==> src/rtl/uart_buffered.sv <==
// Single-clock, 16x-oversampled UART with RX/TX FIFOs and sticky error flags.
// Define UART_PARITY_EN to add a parity bit to every frame (odd when PARITY_ODD=1).
module uart_buffered #(
    parameter int DIV        = 651,
    parameter int DATA_BITS  = 8,
    parameter int FIFO_DEPTH = 16,
    parameter bit PARITY_ODD = 1'b0
) (
    input  logic                 clk,
    input  logic                 I_rst_n,
    input  logic                 rdn,
    input  logic                 wrn,
    input  logic [DATA_BITS-1:0] d_in,
    output logic [DATA_BITS-1:0] d_out,
    output logic                 r_ready,
    output logic                 t_empty,
    output logic                 t_full,
    input  logic                 rxd,
    output logic                 txd,
    output logic                 frame_error,
    output logic                 parity_error,
    output logic                 overrun
);

    localparam int AW = $clog2(FIFO_DEPTH);
    localparam int CW = $clog2(DIV);
    localparam logic [AW:0]  PTR_ONE  = (AW+1)'(1);
    localparam logic [3:0]   LAST_BIT = 4'(DATA_BITS - 1);

    function automatic logic par_bit(input logic [DATA_BITS-1:0] d);
        return (^d) ^ PARITY_ODD;
    endfunction

    typedef enum logic [2:0] {
        TX_IDLE,
        TX_START,
        TX_DATA,
`ifdef UART_PARITY_EN
        TX_PARITY,
`endif
        TX_STOP
    } tx_state_t;

    typedef enum logic [2:0] {
        RX_IDLE,
        RX_START,
        RX_DATA,
`ifdef UART_PARITY_EN
        RX_PARITY,
`endif
        RX_STOP
    } rx_state_t;

    logic [CW-1:0] div_cnt_q;
    logic          tick;

    assign tick = (div_cnt_q == CW'(DIV - 1));

    always_ff @(posedge clk or negedge I_rst_n) begin
        if (!I_rst_n)  div_cnt_q <= '0;
        else if (tick) div_cnt_q <= '0;
        else           div_cnt_q <= div_cnt_q + CW'(1);
    end

    // TX FIFO: pointers carry one extra wrap bit to tell full from empty.
    logic [DATA_BITS-1:0] tx_mem_q [FIFO_DEPTH];
    logic [AW:0]          tx_wr_ptr_q, tx_rd_ptr_q;
    logic                 tx_fifo_empty, tx_fifo_full, tx_push, tx_pop;
    logic [DATA_BITS-1:0] tx_head;

    assign tx_fifo_empty = (tx_wr_ptr_q == tx_rd_ptr_q);
    assign tx_fifo_full  = (tx_wr_ptr_q[AW] != tx_rd_ptr_q[AW]) &&
                           (tx_wr_ptr_q[AW-1:0] == tx_rd_ptr_q[AW-1:0]);
    assign tx_push       = !wrn && !tx_fifo_full;
    assign tx_head       = tx_mem_q[tx_rd_ptr_q[AW-1:0]];

    always_ff @(posedge clk) begin
        if (tx_push) tx_mem_q[tx_wr_ptr_q[AW-1:0]] <= d_in;
    end

    always_ff @(posedge clk or negedge I_rst_n) begin
        if (!I_rst_n) begin
            tx_wr_ptr_q <= '0;
            tx_rd_ptr_q <= '0;
        end else begin
            if (tx_push) tx_wr_ptr_q <= tx_wr_ptr_q + PTR_ONE;
            if (tx_pop)  tx_rd_ptr_q <= tx_rd_ptr_q + PTR_ONE;
        end
    end

    tx_state_t            tx_state_q, tx_state_d;
    logic [3:0]           tx_tcnt_q, tx_tcnt_d;
    logic [3:0]           tx_bit_q, tx_bit_d;
    logic [DATA_BITS-1:0] tx_shift_q, tx_shift_d;
    logic                 txd_q, txd_d;
    logic                 tx_load;
`ifdef UART_PARITY_EN
    logic                 tx_par_q, tx_par_d;
`endif

    always_comb begin
        tx_state_d = tx_state_q;
        tx_tcnt_d  = tx_tcnt_q;
        tx_bit_d   = tx_bit_q;
        tx_shift_d = tx_shift_q;
        txd_d      = txd_q;
        tx_load    = 1'b0;
        tx_pop     = 1'b0;
`ifdef UART_PARITY_EN
        tx_par_d   = tx_par_q;
`endif
        // 4-bit tick counter wraps every 16 ticks, i.e. once per bit time.
        if (tick && tx_state_q != TX_IDLE) tx_tcnt_d = tx_tcnt_q + 4'd1;
        case (tx_state_q)
            TX_IDLE: begin
                if (tick && !tx_fifo_empty) tx_load = 1'b1;
            end
            TX_START: begin
                if (tick && tx_tcnt_q == 4'd15) begin
                    tx_state_d = TX_DATA;
                    tx_bit_d   = 4'd0;
                    txd_d      = tx_shift_q[0];
                end
            end
            TX_DATA: begin
                if (tick && tx_tcnt_q == 4'd15) begin
                    if (tx_bit_q == LAST_BIT) begin
`ifdef UART_PARITY_EN
                        tx_state_d = TX_PARITY;
                        txd_d      = tx_par_q;
`else
                        tx_state_d = TX_STOP;
                        txd_d      = 1'b1;
`endif
                    end else begin
                        tx_bit_d   = tx_bit_q + 4'd1;
                        tx_shift_d = {1'b0, tx_shift_q[DATA_BITS-1:1]};
                        txd_d      = tx_shift_q[1];
                    end
                end
            end
`ifdef UART_PARITY_EN
            TX_PARITY: begin
                if (tick && tx_tcnt_q == 4'd15) begin
                    tx_state_d = TX_STOP;
                    txd_d      = 1'b1;
                end
            end
`endif
            TX_STOP: begin
                if (tick && tx_tcnt_q == 4'd15) begin
                    if (!tx_fifo_empty) tx_load = 1'b1;
                    else                tx_state_d = TX_IDLE;
                end
            end
            default: tx_state_d = TX_IDLE;
        endcase
        // Loading from STOP chains frames with no idle gap.
        if (tx_load) begin
            tx_pop     = 1'b1;
            tx_shift_d = tx_head;
            txd_d      = 1'b0;
            tx_tcnt_d  = 4'd0;
            tx_state_d = TX_START;
`ifdef UART_PARITY_EN
            tx_par_d   = par_bit(tx_head);
`endif
        end
    end

    always_ff @(posedge clk or negedge I_rst_n) begin
        if (!I_rst_n) begin
            tx_state_q <= TX_IDLE;
            tx_tcnt_q  <= '0;
            tx_bit_q   <= '0;
            tx_shift_q <= '0;
            txd_q      <= 1'b1;
`ifdef UART_PARITY_EN
            tx_par_q   <= 1'b0;
`endif
        end else begin
            tx_state_q <= tx_state_d;
            tx_tcnt_q  <= tx_tcnt_d;
            tx_bit_q   <= tx_bit_d;
            tx_shift_q <= tx_shift_d;
            txd_q      <= txd_d;
`ifdef UART_PARITY_EN
            tx_par_q   <= tx_par_d;
`endif
        end
    end

    assign txd     = txd_q;
    assign t_full  = tx_fifo_full;
    assign t_empty = tx_fifo_empty && (tx_state_q == TX_IDLE);

    logic rx_s1_q, rx_s2_q;

    always_ff @(posedge clk or negedge I_rst_n) begin
        if (!I_rst_n) begin
            rx_s1_q <= 1'b1;
            rx_s2_q <= 1'b1;
        end else begin
            rx_s1_q <= rxd;
            rx_s2_q <= rx_s1_q;
        end
    end

    rx_state_t            rx_state_q, rx_state_d;
    logic [3:0]           rx_tcnt_q, rx_tcnt_d;
    logic [3:0]           rx_bit_q, rx_bit_d;
    logic [DATA_BITS-1:0] rx_shift_q, rx_shift_d;
    logic                 rx_done;
`ifdef UART_PARITY_EN
    logic                 rx_perr_set;
`endif

    always_comb begin
        rx_state_d  = rx_state_q;
        rx_tcnt_d   = rx_tcnt_q;
        rx_bit_d    = rx_bit_q;
        rx_shift_d  = rx_shift_q;
        rx_done     = 1'b0;
`ifdef UART_PARITY_EN
        rx_perr_set = 1'b0;
`endif
        if (tick && rx_state_q != RX_IDLE) rx_tcnt_d = rx_tcnt_q + 4'd1;
        case (rx_state_q)
            RX_IDLE: begin
                if (tick && !rx_s2_q) begin
                    rx_state_d = RX_START;
                    rx_tcnt_d  = 4'd0;
                end
            end
            RX_START: begin
                // Half a bit in: still low means a real start bit.
                if (tick && rx_tcnt_q == 4'd7) begin
                    rx_tcnt_d  = 4'd0;
                    rx_bit_d   = 4'd0;
                    rx_state_d = rx_s2_q ? RX_IDLE : RX_DATA;
                end
            end
            RX_DATA: begin
                if (tick && rx_tcnt_q == 4'd15) begin
                    rx_shift_d = {rx_s2_q, rx_shift_q[DATA_BITS-1:1]};
                    if (rx_bit_q == LAST_BIT) begin
`ifdef UART_PARITY_EN
                        rx_state_d = RX_PARITY;
`else
                        rx_state_d = RX_STOP;
`endif
                    end else begin
                        rx_bit_d = rx_bit_q + 4'd1;
                    end
                end
            end
`ifdef UART_PARITY_EN
            RX_PARITY: begin
                if (tick && rx_tcnt_q == 4'd15) begin
                    rx_perr_set = (rx_s2_q != par_bit(rx_shift_q));
                    rx_state_d  = RX_STOP;
                end
            end
`endif
            RX_STOP: begin
                if (tick && rx_tcnt_q == 4'd15) begin
                    rx_done    = 1'b1;
                    rx_state_d = RX_IDLE;
                end
            end
            default: rx_state_d = RX_IDLE;
        endcase
    end

    always_ff @(posedge clk or negedge I_rst_n) begin
        if (!I_rst_n) begin
            rx_state_q <= RX_IDLE;
            rx_tcnt_q  <= '0;
            rx_bit_q   <= '0;
            rx_shift_q <= '0;
        end else begin
            rx_state_q <= rx_state_d;
            rx_tcnt_q  <= rx_tcnt_d;
            rx_bit_q   <= rx_bit_d;
            rx_shift_q <= rx_shift_d;
        end
    end

    // RX FIFO: a pop in the same cycle frees the slot a full-FIFO push lands in.
    logic [DATA_BITS-1:0] rx_mem_q [FIFO_DEPTH];
    logic [AW:0]          rx_wr_ptr_q, rx_rd_ptr_q;
    logic                 rx_fifo_empty, rx_fifo_full, rx_push, rx_pop, rx_drop;

    assign rx_fifo_empty = (rx_wr_ptr_q == rx_rd_ptr_q);
    assign rx_fifo_full  = (rx_wr_ptr_q[AW] != rx_rd_ptr_q[AW]) &&
                           (rx_wr_ptr_q[AW-1:0] == rx_rd_ptr_q[AW-1:0]);
    assign rx_pop        = !rdn && !rx_fifo_empty;
    assign rx_push       = rx_done && (!rx_fifo_full || rx_pop);
    assign rx_drop       = rx_done && rx_fifo_full && !rx_pop;

    always_ff @(posedge clk) begin
        if (rx_push) rx_mem_q[rx_wr_ptr_q[AW-1:0]] <= rx_shift_q;
    end

    always_ff @(posedge clk or negedge I_rst_n) begin
        if (!I_rst_n) begin
            rx_wr_ptr_q <= '0;
            rx_rd_ptr_q <= '0;
        end else begin
            if (rx_push) rx_wr_ptr_q <= rx_wr_ptr_q + PTR_ONE;
            if (rx_pop)  rx_rd_ptr_q <= rx_rd_ptr_q + PTR_ONE;
        end
    end

    assign r_ready = !rx_fifo_empty;
    assign d_out   = rx_fifo_empty ? '0 : rx_mem_q[rx_rd_ptr_q[AW-1:0]];

    logic frame_error_q, frame_error_d;
    logic overrun_q, overrun_d;

    // A new error in the same cycle as a read strobe stays visible.
    always_comb begin
        frame_error_d = rdn ? frame_error_q : 1'b0;
        overrun_d     = rdn ? overrun_q : 1'b0;
        if (rx_done && !rx_s2_q) frame_error_d = 1'b1;
        if (rx_drop)             overrun_d     = 1'b1;
    end

    always_ff @(posedge clk or negedge I_rst_n) begin
        if (!I_rst_n) begin
            frame_error_q <= 1'b0;
            overrun_q     <= 1'b0;
        end else begin
            frame_error_q <= frame_error_d;
            overrun_q     <= overrun_d;
        end
    end

    assign frame_error = frame_error_q;
    assign overrun     = overrun_q;

`ifdef UART_PARITY_EN
    logic parity_error_q, parity_error_d;

    always_comb begin
        parity_error_d = rdn ? parity_error_q : 1'b0;
        if (rx_perr_set) parity_error_d = 1'b1;
    end

    always_ff @(posedge clk or negedge I_rst_n) begin
        if (!I_rst_n) parity_error_q <= 1'b0;
        else          parity_error_q <= parity_error_d;
    end

    assign parity_error = parity_error_q;
`else
    assign parity_error = 1'b0;
`endif

endmodule

==> config.mk <==
export PLATFORM = sky130hd
export DESIGN_NAME = uart_buffered
export DESIGN_NICKNAME = d
export VERILOG_FILES = /design/src/rtl/uart_buffered.sv
export SDC_FILE = /design/constraint.sdc
export NUM_CORES = 1
export LEC_CHECK = 0
export ABC_AREA = 1
export CAP_MARGIN = 30
export CORE_UTILIZATION = 25
export DETAILED_ROUTE_END_ITERATION = 6
export PLACE_DENSITY = 0.42
export SYNTH_ARGS = -nofsm -noshare
export SYNTH_HDL_FRONTEND = slang
export SYNTH_SLANG_ARGS = --single-unit
export TNS_END_PERCENT = 5
==> constraint.sdc <==
create_clock -name clk -period 2.65 [get_ports clk]
set_input_delay 0.3975 -clock clk [delete_from_list [all_inputs] [get_ports clk]]
set_output_delay 0.3975 -clock clk [all_outputs]
set_load 0.1 [all_outputs]
; Word level (Yosys, flattened, before mapping)
; Memories as Yosys holds them, arrays and structs flattened.
; Index checks and enable logic that the tools add are counted.
[op_classes]
n_shift = 0
n_eq_ne = 36
add_sub_neg = 9
reduce_logical = 42
magnitude_cmp = 0
muxes = 53
div = 0
n_bitwise = 0
multipliers = 0
[ops]
columns = cell, n
row1 = $mux W4, 11
row2 = $mux W8, 5
row3 = $mux W3, 11
row4 = $pmux W3 S4, 2
row5 = $pmux W4 S2, 3
row6 = $ne A2 B2 Y1 const B, 11
row7 = $add A5 B1 Y5 const B, 4
row8 = $mux W1, 17
row9 = $add A4 B1 Y4 const B, 4
row10 = $logic_and A1 B1 Y1, 16
row11 = $ne A3 B3 Y1 const B, 5
row12 = $eq A3 B2 Y1 const B, 4
row13 = $eq A4 B3 Y1 const B, 3
row14 = $add A10 B1 Y10 const B, 1
row15 = $eq A10 B10 Y1 const B, 1
row16 = $eq A5 B5 Y1, 2
row17 = $mux W10, 1
row18 = $reduce_bool A2 Y1, 5
row19 = $reduce_bool A3 Y1, 3
row20 = $eq A4 B4 Y1, 2
row21 = $eq A4 B4 Y1 const B, 2
row22 = $logic_not A1 Y1, 8
row23 = $reduce_and A4 Y1, 2
row24 = $eq A3 B1 Y1 const B, 2
row25 = 10 further kinds, 15
[totals]
ramBits = 256
memories = 2
latch_bits = 0
rom_bits = 0
ff_bits = 73
wordCells = 160
out_inout_bits = 15
[memory_table]
columns = memory, words, width, rd, rd_ports_with_merged_regs, write_ports, line
row1 = rx_mem_q, 16, 8, 1, 0, 1, 290  ; logic [DATA_BITS-1:0] rx_mem_q [FIFO_DEPTH];
row2 = tx_mem_q, 16, 8, 1, 0, 1, 66  ; logic [DATA_BITS-1:0] tx_mem_q [FIFO_DEPTH];

; Longest topological paths before layout
; Gate-level depths: netlist of the first run.
[depth]
depth_word = 7
depth_mapped = 13
mapped_depth_nobuf = 11

; Worst setup path after synthesis of the first run
; OpenSTA, ideal clock, no wires.
[synth_timing]
kind = register -> output
startpoint = reg rx_rd_ptr_q[1]
endpoint = out d_out[0]
path_slack_ns = -1.013
stages_incl_launch_ff = 6
t_arrival_ns = 3.265
required_time_ns = 2.253
cell_sequence = dfrtp_1 xor2_1 nor2_1 nand3_1 inv_1 a21oi_1
[synth_between]
elab_chain_cells = 2
[synth_lines]
columns = element, line
row1 = start: declaration, 291  ; logic [AW:0] rx_wr_ptr_q, rx_rd_ptr_q;
row2 = start signal: assignment, 311  ; if (rx_pop) rx_rd_ptr_q <= rx_rd_ptr_q + PTR_ONE;
row3 = $mem_v2 Z16 W8 or $eq A5 B5 Y1 (tied branches), n/a
row4 = $mux W8 *, 316  ; assign d_out = rx_fifo_empty ? '0 : rx_mem_q[rx_rd_ptr_q[AW-1:0]];
row5 = end: declaration, 14  ; output logic [DATA_BITS-1:0] d_out,
; Every way passes the cells marked *; elsewhere a longest branch is shown, timed or not.

; Worst setup path in the final report of the first run
[layout_timing]
startpoint = reg rx_rd_ptr_q[0]
endpoint = out d_out[4]
; The elaborated chain is that of the path after synthesis.

==> results of run 1 <==
==> state kept, by name, indices dropped and copies added, names as in the netlist <==
name,cells
div_cnt_q,10
frame_error,1
overrun,1
rx_bit_q,4
rx_mem_q,128
rx_rd_ptr_q,5
rx_s1_q,1
rx_s2_q,1
rx_shift_q,8
rx_state_q,2
rx_tcnt_q,4
rx_wr_ptr_q,5
tx_bit_q,4
tx_mem_q,128
tx_rd_ptr_q,5
tx_shift_q,8
tx_state_q,2
tx_tcnt_q,4
tx_wr_ptr_q,5
txd,1
==> final cells by class <==
cell class | count | area [um2] | area share
clock buffer | 52 | 1040 | 0.0598
sequential | 327 | 9470 | 0.543
tap | 756 | 946 | 0.0542
inverter | 103 | 395 | 0.0226
timing repair buffer | 92 | 1020 | 0.0582
multi-input combinational | 886 | 4450 | 0.255
clock inverter | 18 | 133 | 0.00760
==> power groups by stage <==
stage | logic [mW] | registers, mW | clock network, mW
detailed placement | 4.55 | 6.04 | 0
global placement | 4.56 | 6.04 | 0
global route | 5.20 | 5.99 | 5.35
finish | 4.85 | 5.96 | 5.02
floorplan | 2.96 | 6.00 | 0
CTS | 4.76 | 5.95 | 5.15
==> cells by family after synthesis <==
| family | share of synthesized area |
|---|---|
| AO/OA/AOI/OAI | 0.0694 |
| XOR/XNOR | 0.0175 |
| adder cells (fa/ha/maj) | 0.0173 |
| buffers and inverters | 0.0450 |
| flip-flops | 0.656 |
| other | 0.000260 |
| AND/OR/NAND/NOR | 0.195 |
==> worst min path at each step <==
stage	from	endpoint	slack [ns]	depth (start not counted)
after global placement	rx_s1_q	rx_s2_q	0.35	0
after detailed placement	rx_s1_q	rx_s2_q	0.35	0
after floorplan	I_rst_n	div_cnt_q[0]	0.10	0
final	rxd	rx_s1_q	0.27	1
after CTS	rxd	rx_s1_q	0.24	1
after global routing	rxd	rx_s1_q	0.26	1
==> per-layer routing <==
metal | global-route usage | share of wire
met5 | 0 | 0
met4 | 0.0287 | 0.014
met3 | 0.0195 | 0.033
met2 | 0.224 | 0.50
met1 | 0.165 | 0.45
==> layout by cell type, fill, tap and decap left out, types with 16 or more instances in the layout <==
| cell type | count |
|---|---|
| o21ai_1 | 23 |
| ha_1 | 20 |
| nand3_1 | 86 |
| xor2_1 | 22 |
| o22ai_1 | 16 |
| buf_4 | 58 |
| dfrtp_1 | 65 |
| o21ai_0 | 108 |
| nand2_1 | 310 |
| o211ai_1 | 16 |
| inv_1 | 87 |
| edfxtp_1 | 256 |
| nor2_1 | 194 |
| clkbuf_16 | 39 |
| buf_12 | 19 |
==> worst max-delay path: stages (launching register included) <==
cell and delay (ns):
dfrtp_2 0.49, buf_12 0.14, clkbuf_16 0.17, o21ai_0 0.10, o211ai_1 0.23, nand3_1 0.19, a21oi_4 0.21, buf_12 0.19
==> metrics by stage <==
| step | TNS (ns) | instance area (um2) |
|---|---|---|
| 2_1_floorplan | -0.00355 | 14500 |
| 3_3_place_gp | 0 | 16100 |
| 3_5_place_dp | 0 | 16100 |
| 4_1_cts | -0.00263 | 17400 |
| 5_1_grt | -0.508 | 17500 |
| 6_report | 0 | 17500 |
==> what timing repair did <==
action	4_1_cts	5_1_grt
gates resized for setup	20	17
endpoints found under the hold margin	68	0
setup endpoints to repair	9	9
hold buffers	1	0
buffers inserted	1	1
pin swaps	13	2
gates cloned	2	1
==> impl_results.md, run 1 <==
- Most frequent cell after synthesis: nand2_1
- Ys async rst share: 0.217
- Final net count: 1481
- F_max: 0.378 GHz
- Skew final: 0.0212 ns
- Crit start category: flop
- Post-Synthesis Cells: 1368
- RSZ-0062 raised after global routing: yes
- Starting Density: 0.255
- Area growth syn-to-layout: 20.9%
- Power share of the clock group: 0.317
- Worst skew pair latency: 0.54 ns
- Share of layout cells above drive strength 1: 0.140
- Power per cell area: 907 nW/um2
- Syn Std Cell Area: 14400 um2
- Syn avg cell area: 10.6 um2
- Critical path class: reg2out
- Final setup vio count: 0
- Area share of the largest cell type after synthesis: 0.533
- Number of synthesized flops with an enable pin: 256
- Routed Antenna Nets: 0
- Hold Fails Final Rpt: 0
- Comb power frac: 0.306
- Final Max Tran Viols: 0
- Yosys Warn Count: 0
- Port Buf Inserts: 26
- DR WL/cell: 17.0 um
- Tmin final: 2.65 ns
- Total core area: 56700 um2
- # placed instances: 2158
- Worst Setup EP: d_out[4]
- Vias in the first global route: 9818
- Final wirelength: 37.9 mm
- Crit path arrival time: 2.25 ns
- Antenna violations before repair: 1
- Post-Layout Cell Count: 2234
- Worst slew pin tran: 0.867 ns
- Diodes inserted: 0
- Standard-cell row count: 87
- Syn nets: 1401
- Leak: 7.00 nW
- Drt first pass iters: 5
- Via/cell ratio: 4.34
- Number of max-cap violations: 0
- FF-to-FF setup slack: 0.33 ns
- CP required: 2.25 ns
- Util after Layout: 0.308
- Dpl ws: 0.333 ns
- GRT Residual Overflow: 0
- Fill cells: 5878
- Synth cell types: 44
- Most common flop cell mapped by yosys: edfxtp_1
- Most common library cells after synthesis: nand2_1 (310), edfxtp_1 (256), nor2_1 (197)
- Final period utilization: 0.999
- Sw frac: 0.343
- Die width: 242 um
- Flop pwr share: 0.377
- Sequential share of the synthesized area: 0.656
- Worst VDD drop: 0.00130 V
- CP max FO: 18
- Seq cells post-synth: 327
- Worst Setup End Kind: primary output
- Gr usage total: 0.128
- Cell taking the most area after synthesis: edfxtp_1
- Clk slew on worst S/H paths: 0.06 ns
- CTS max path bufs: 3
- CP startpoint: rx_rd_ptr_q[0]
- Status: finished, final reports clean
- Internal cell power: 10.4 mW
- DR vias: 9696
- Worst min-delay path category: in2reg
- Total power: 15.8 mW
- Reg2reg start: tx_rd_ptr_q[0]
- Die Y: 242 um
- FF-to-FF path depth: 9
- First-pass GRT wire length: 58.3 mm
- Pin count of the biggest net entering global routing: 72
- Die area: 58700 um2
- Synth top area cells: edfxtp_1 (53%), dfrtp_1 (12%), nand2_1 (8.1%)
- Final worst slack: 0.00153 ns
- RR Endpoint: tx_mem_q[0][6]
- Boundary pin count: 28
- Minimum hold slack: 0.266 ns
- Net switching power: 5.43 mW
- Dpl hpwl: 23.3 mm
- CTS H-Tree Depth: 2
- Drt drc: 0
- Clk sink count: 327
- Routability Congestion: 0.759
- CTS tree: done
- Max_slew headroom: 0.422
- Detailed Route Iter0 Violations: 473
- CTS Buf Count: 38
- Root buffer cell: clkbuf_16
Note: power is estimated with default switching activity, not from simulation.
==> run 2: changes to the inputs <==
--- a/config.mk
+++ b/config.mk
@@ -5,7 +5,6 @@
 export SDC_FILE = /design/constraint.sdc
 export NUM_CORES = 1
 export LEC_CHECK = 0
-export ABC_AREA = 1
 export CAP_MARGIN = 30
 export CORE_UTILIZATION = 25
 export DETAILED_ROUTE_END_ITERATION = 6
==> run 2 against run 1 <==
Effect of this change:
- the run now ends with negative setup slack left
- wire length is 16% lower
- register-to-register slack worse by 0.34 ns
- sequential share of layout area rose by 1.2 points
- flip-flop and latch count stayed put
- critical path depth is 1 higher
- combinational power decreased by 40%
- clock-buffer cell count is 8 lower
- clock skew is essentially flat
- worst hold slack gained 0.079 ns
- global-route usage shrank 1.1 points
- first-iteration DRC count down 26%
==> impl_results.md, run 2 <==
- Status: complete, but fails checks
- Failing checks: negative setup slack
- CTS H-Tree Depth: 2 (unchanged)
- Area share of the largest cell type after synthesis: 0.568 (+0.0351)
- DR vias: 7265 (-25%)
- Synth top area cells: edfxtp_1 (57%), dfrtp_1 (13%), mux4_2 (10%)
- Sequential share of the synthesized area: 0.699 (+0.0433)
- Leading cell type in the layout, fill and taps excluded: edfxtp_1
- Starting Density: 0.255 (+0.000612)
- Hold Fails Final Rpt: 0 (unchanged)
- Max_slew headroom: 0.380 (-0.0422)
- Final period utilization: 1.08 (+0.0838)
- First-pass GRT wire length: 48.5 mm (-17%)
- Clk slew on worst S/H paths: 0.06 ns (about the same)
- Minimum hold slack: 0.346 ns (+0.0795 ns)
- Ys async rst share: 0.217 (unchanged)
- Cell taking the most area after synthesis: edfxtp_1
- Tmin final: 2.87 ns (+0.222 ns)
- Most frequent cell after synthesis: edfxtp_1
- Boundary pin count: 28 (unchanged)
- Gr busiest metal: met2
- Worst min-delay path category: reg2reg
- Reg2reg start: div_cnt_q[5]
- Antenna violations before repair: 0 (-1)
- Crit start category: flop
- Detailed Route Iter0 Violations: 351 (-26%)
- Via/cell ratio: 4.44 (+2.4%)
- Standard-cell row count: 84 (-3.4%)
- Slowest cell delay on critical path: 0.52 ns (+0.03 ns)
- Port Buf Inserts: 26 (unchanged)
- Dpl hpwl: 20.1 mm (-14%)
- GR Util met2: 0.189 (-0.0343)
- Post-Synthesis Cells: 788 (-42%)
- Die area: 55100 um2 (-6.1%)
- Skew final: 0.0211 ns (-0.000131 ns)
- Most common flop cell mapped by yosys: edfxtp_1
- Met1 usage: 0.160 (-0.00513)
- Routability Congestion: 0.709 (-6.6%)
- Drt drc: 0 (unchanged)
- Final Max Tran Viols: 0 (unchanged)
- Area growth syn-to-layout: 26.1%
- Syn nets: 821 (-41%)
- Most frequent cells in the layout: edfxtp_1 (256), buf_4 (84), dfrtp_1 (65)
- Top delay family on crit path: buffers and inverters
- DR WL/cell: 19.5 um (+15%)
- RSZ-0062 raised after global routing: yes
- Die Y: 235 um (-3.1%)
- Worst slew pin tran: 0.930 ns (+0.0633 ns)
- HP Start: rx_s1_q
- Placed cell area: 15500 um2 (-3.4%)
- Worst VDD drop: 0.000500 V (-61%)
- Final setup vio count: 12 (+12)
- CP max FO: 6 (-12)
- Vias in the first global route: 7639 (-22%)
- Diodes inserted: 0 (unchanged)
- Critical path class: reg2out
- Number of synthesized flops with an enable pin: 256 (unchanged)
- Crit path arrival time: 2.47 ns (+0.22 ns)
- CTS max path bufs: 3 (unchanged)
- Pin count of the biggest net entering global routing: 41 (-43%)
- Slowest-stage cell, CP: mux4_2
- Die width: 235 um (-3.1%)
- Final net count: 950 (-36%)
- Worst Setup End Kind: primary output
- CP most frequent cell: buf_12
- CTS tree: done
- Share of layout cells above drive strength 1: 0.319 (+0.179)
- Worst skew pair latency: 0.55 ns (about the same)
- Drt first pass iters: 4 (-1)
- Leak: 6.40 nW (-8.7%)
- CP bufs+invs: 4 (+1)
- Number of max-cap violations: 0 (unchanged)
- Final wirelength: 31.9 mm (-16%)
- Synth cell types: 61 (+39%)
- Yosys Warn Count: 0 (unchanged)
- CP startpoint: rx_rd_ptr_q[0]
- Routed Antenna Nets: 0 (unchanged)
- F_max: 0.348 GHz (-7.7%)
- Root buffer cell: clkbuf_16
- CTS Buf Count: 38 (unchanged)
- GRT Residual Overflow: 0 (unchanged)
- CP required: 2.25 ns (about the same)
- Syn Std Cell Area: 13500 um2 (-6.2%)
- Final worst slack: -0.221 ns (-0.222 ns)
- Clk sink count: 327 (unchanged)
- Total power: 14.1 mW (-11%)
- Worst-path cell chain: buf_12 > buf_8 > mux4_2 > nor2b_4 > a211oi_2 > buf_4 > a211oi_4 > buf_12
- Most common library cells after synthesis: edfxtp_1 (256), dfrtp_1 (68), mux4_2 (63)
- Power per cell area: 826 nW/um2 (-8.9%)
- Gr usage total: 0.117 (-0.0112)
- Seq cells post-synth: 327 (unchanged)
- Syn avg cell area: 17.2 um2 (+63%)
- Total core area: 53100 um2 (-6.4%)
- Grt met3 use: 0.0204 (+0.000945)
- Final instance area: 17100 um2 (-2.2%)
run 2: cells by family after synthesis:
logic type / count (synthesis) / synth area share
adder cells (fa/ha/maj): 20 / 0.0185
AND/OR/NAND/NOR: 167 / 0.0685
AO/OA/AOI/OAI: 90 / 0.0463
other: 1 / 0.000277
multiplexers: 87 / 0.124
flip-flops: 327 / 0.699
buffers and inverters: 55 / 0.0164
XOR/XNOR: 41 / 0.0271
run 2: final timing paths:
check                                  end  slack [ns]  cells after the start
min in group asynchronous     div_cnt_q[3]        0.36                      2
setup / recovery                  d_out[1]       -0.22                      8
max in group asynchronous          rx_s1_q        1.64                      3
hold reg to reg                    rx_s2_q        0.35                      0
hold / removal                     rx_s2_q        0.35                      0
setup reg to reg           rx_mem_q[13][5]       -0.01                      8
run 2: stage by stage:
step                setup slack [ns]  utilization  std cells  TNS [ns]
floorplan                     -0.384            -        788     -9.96
global placement             -0.0827        0.293       1552     -4.68
detailed placement           -0.0998        0.293       1552     -5.67
CTS                           -0.274        0.320       1631     -2.35
global route                  -0.314        0.322       1635     -7.73
finish                        -0.221        0.322       1635     -1.40
run 2: metal layers:
| layer | vias up | part of all wire |
|---|---|---|
| met4 | 0 | 0.018 |
| met2 | 107 | 0.48 |
| li1 | 3364 | - |
| met1 | 3750 | 0.47 |
| met5 | - | 0 |
| met3 | 44 | 0.035 |
run 2: area by class of cell:
| class | count | area (um2) |
|---|---|---|
| Inverter | 13 | 48.8 |
| Clock buffer | 44 | 1000 |
| Multi-Input combinational cell | 406 | 4030 |
| Clock inverter | 26 | 259 |
| Tap cell | 688 | 861 |
| Sequential cell | 327 | 9470 |
| Fill cell | 5087 | 36000 |
| Timing Repair Buffer | 131 | 1410 |
run 2: power by group:
part           leakage (nW)  total (mW)  internal (mW)  switching [mW]
registers              3.59        5.94           5.79           0.148
clock network         0.625        5.27           3.14            2.13
logic                  2.18        2.90           1.21            1.69
total                  6.40        14.1           10.1            3.97
run 2: timing repair:
item	in CTS	in global routing
hold buffers	1	0
buffers inserted	7	4
gates cloned	1	1
endpoints found under the setup margin	97	129
hold endpoints to repair	30	0
resized for setup	26	13
pin swaps	6	7
run 2: worst register-to-register path, cell delays in order, from the launching register on:
cell and delay (ns):
dfrtp_1 0.37, or3_4 0.40, or4_4 0.56, a311oi_4 0.29
buf_6 0.16, buf_4 0.11, and3_4 0.18, and2_1 0.15
buf_4 0.15
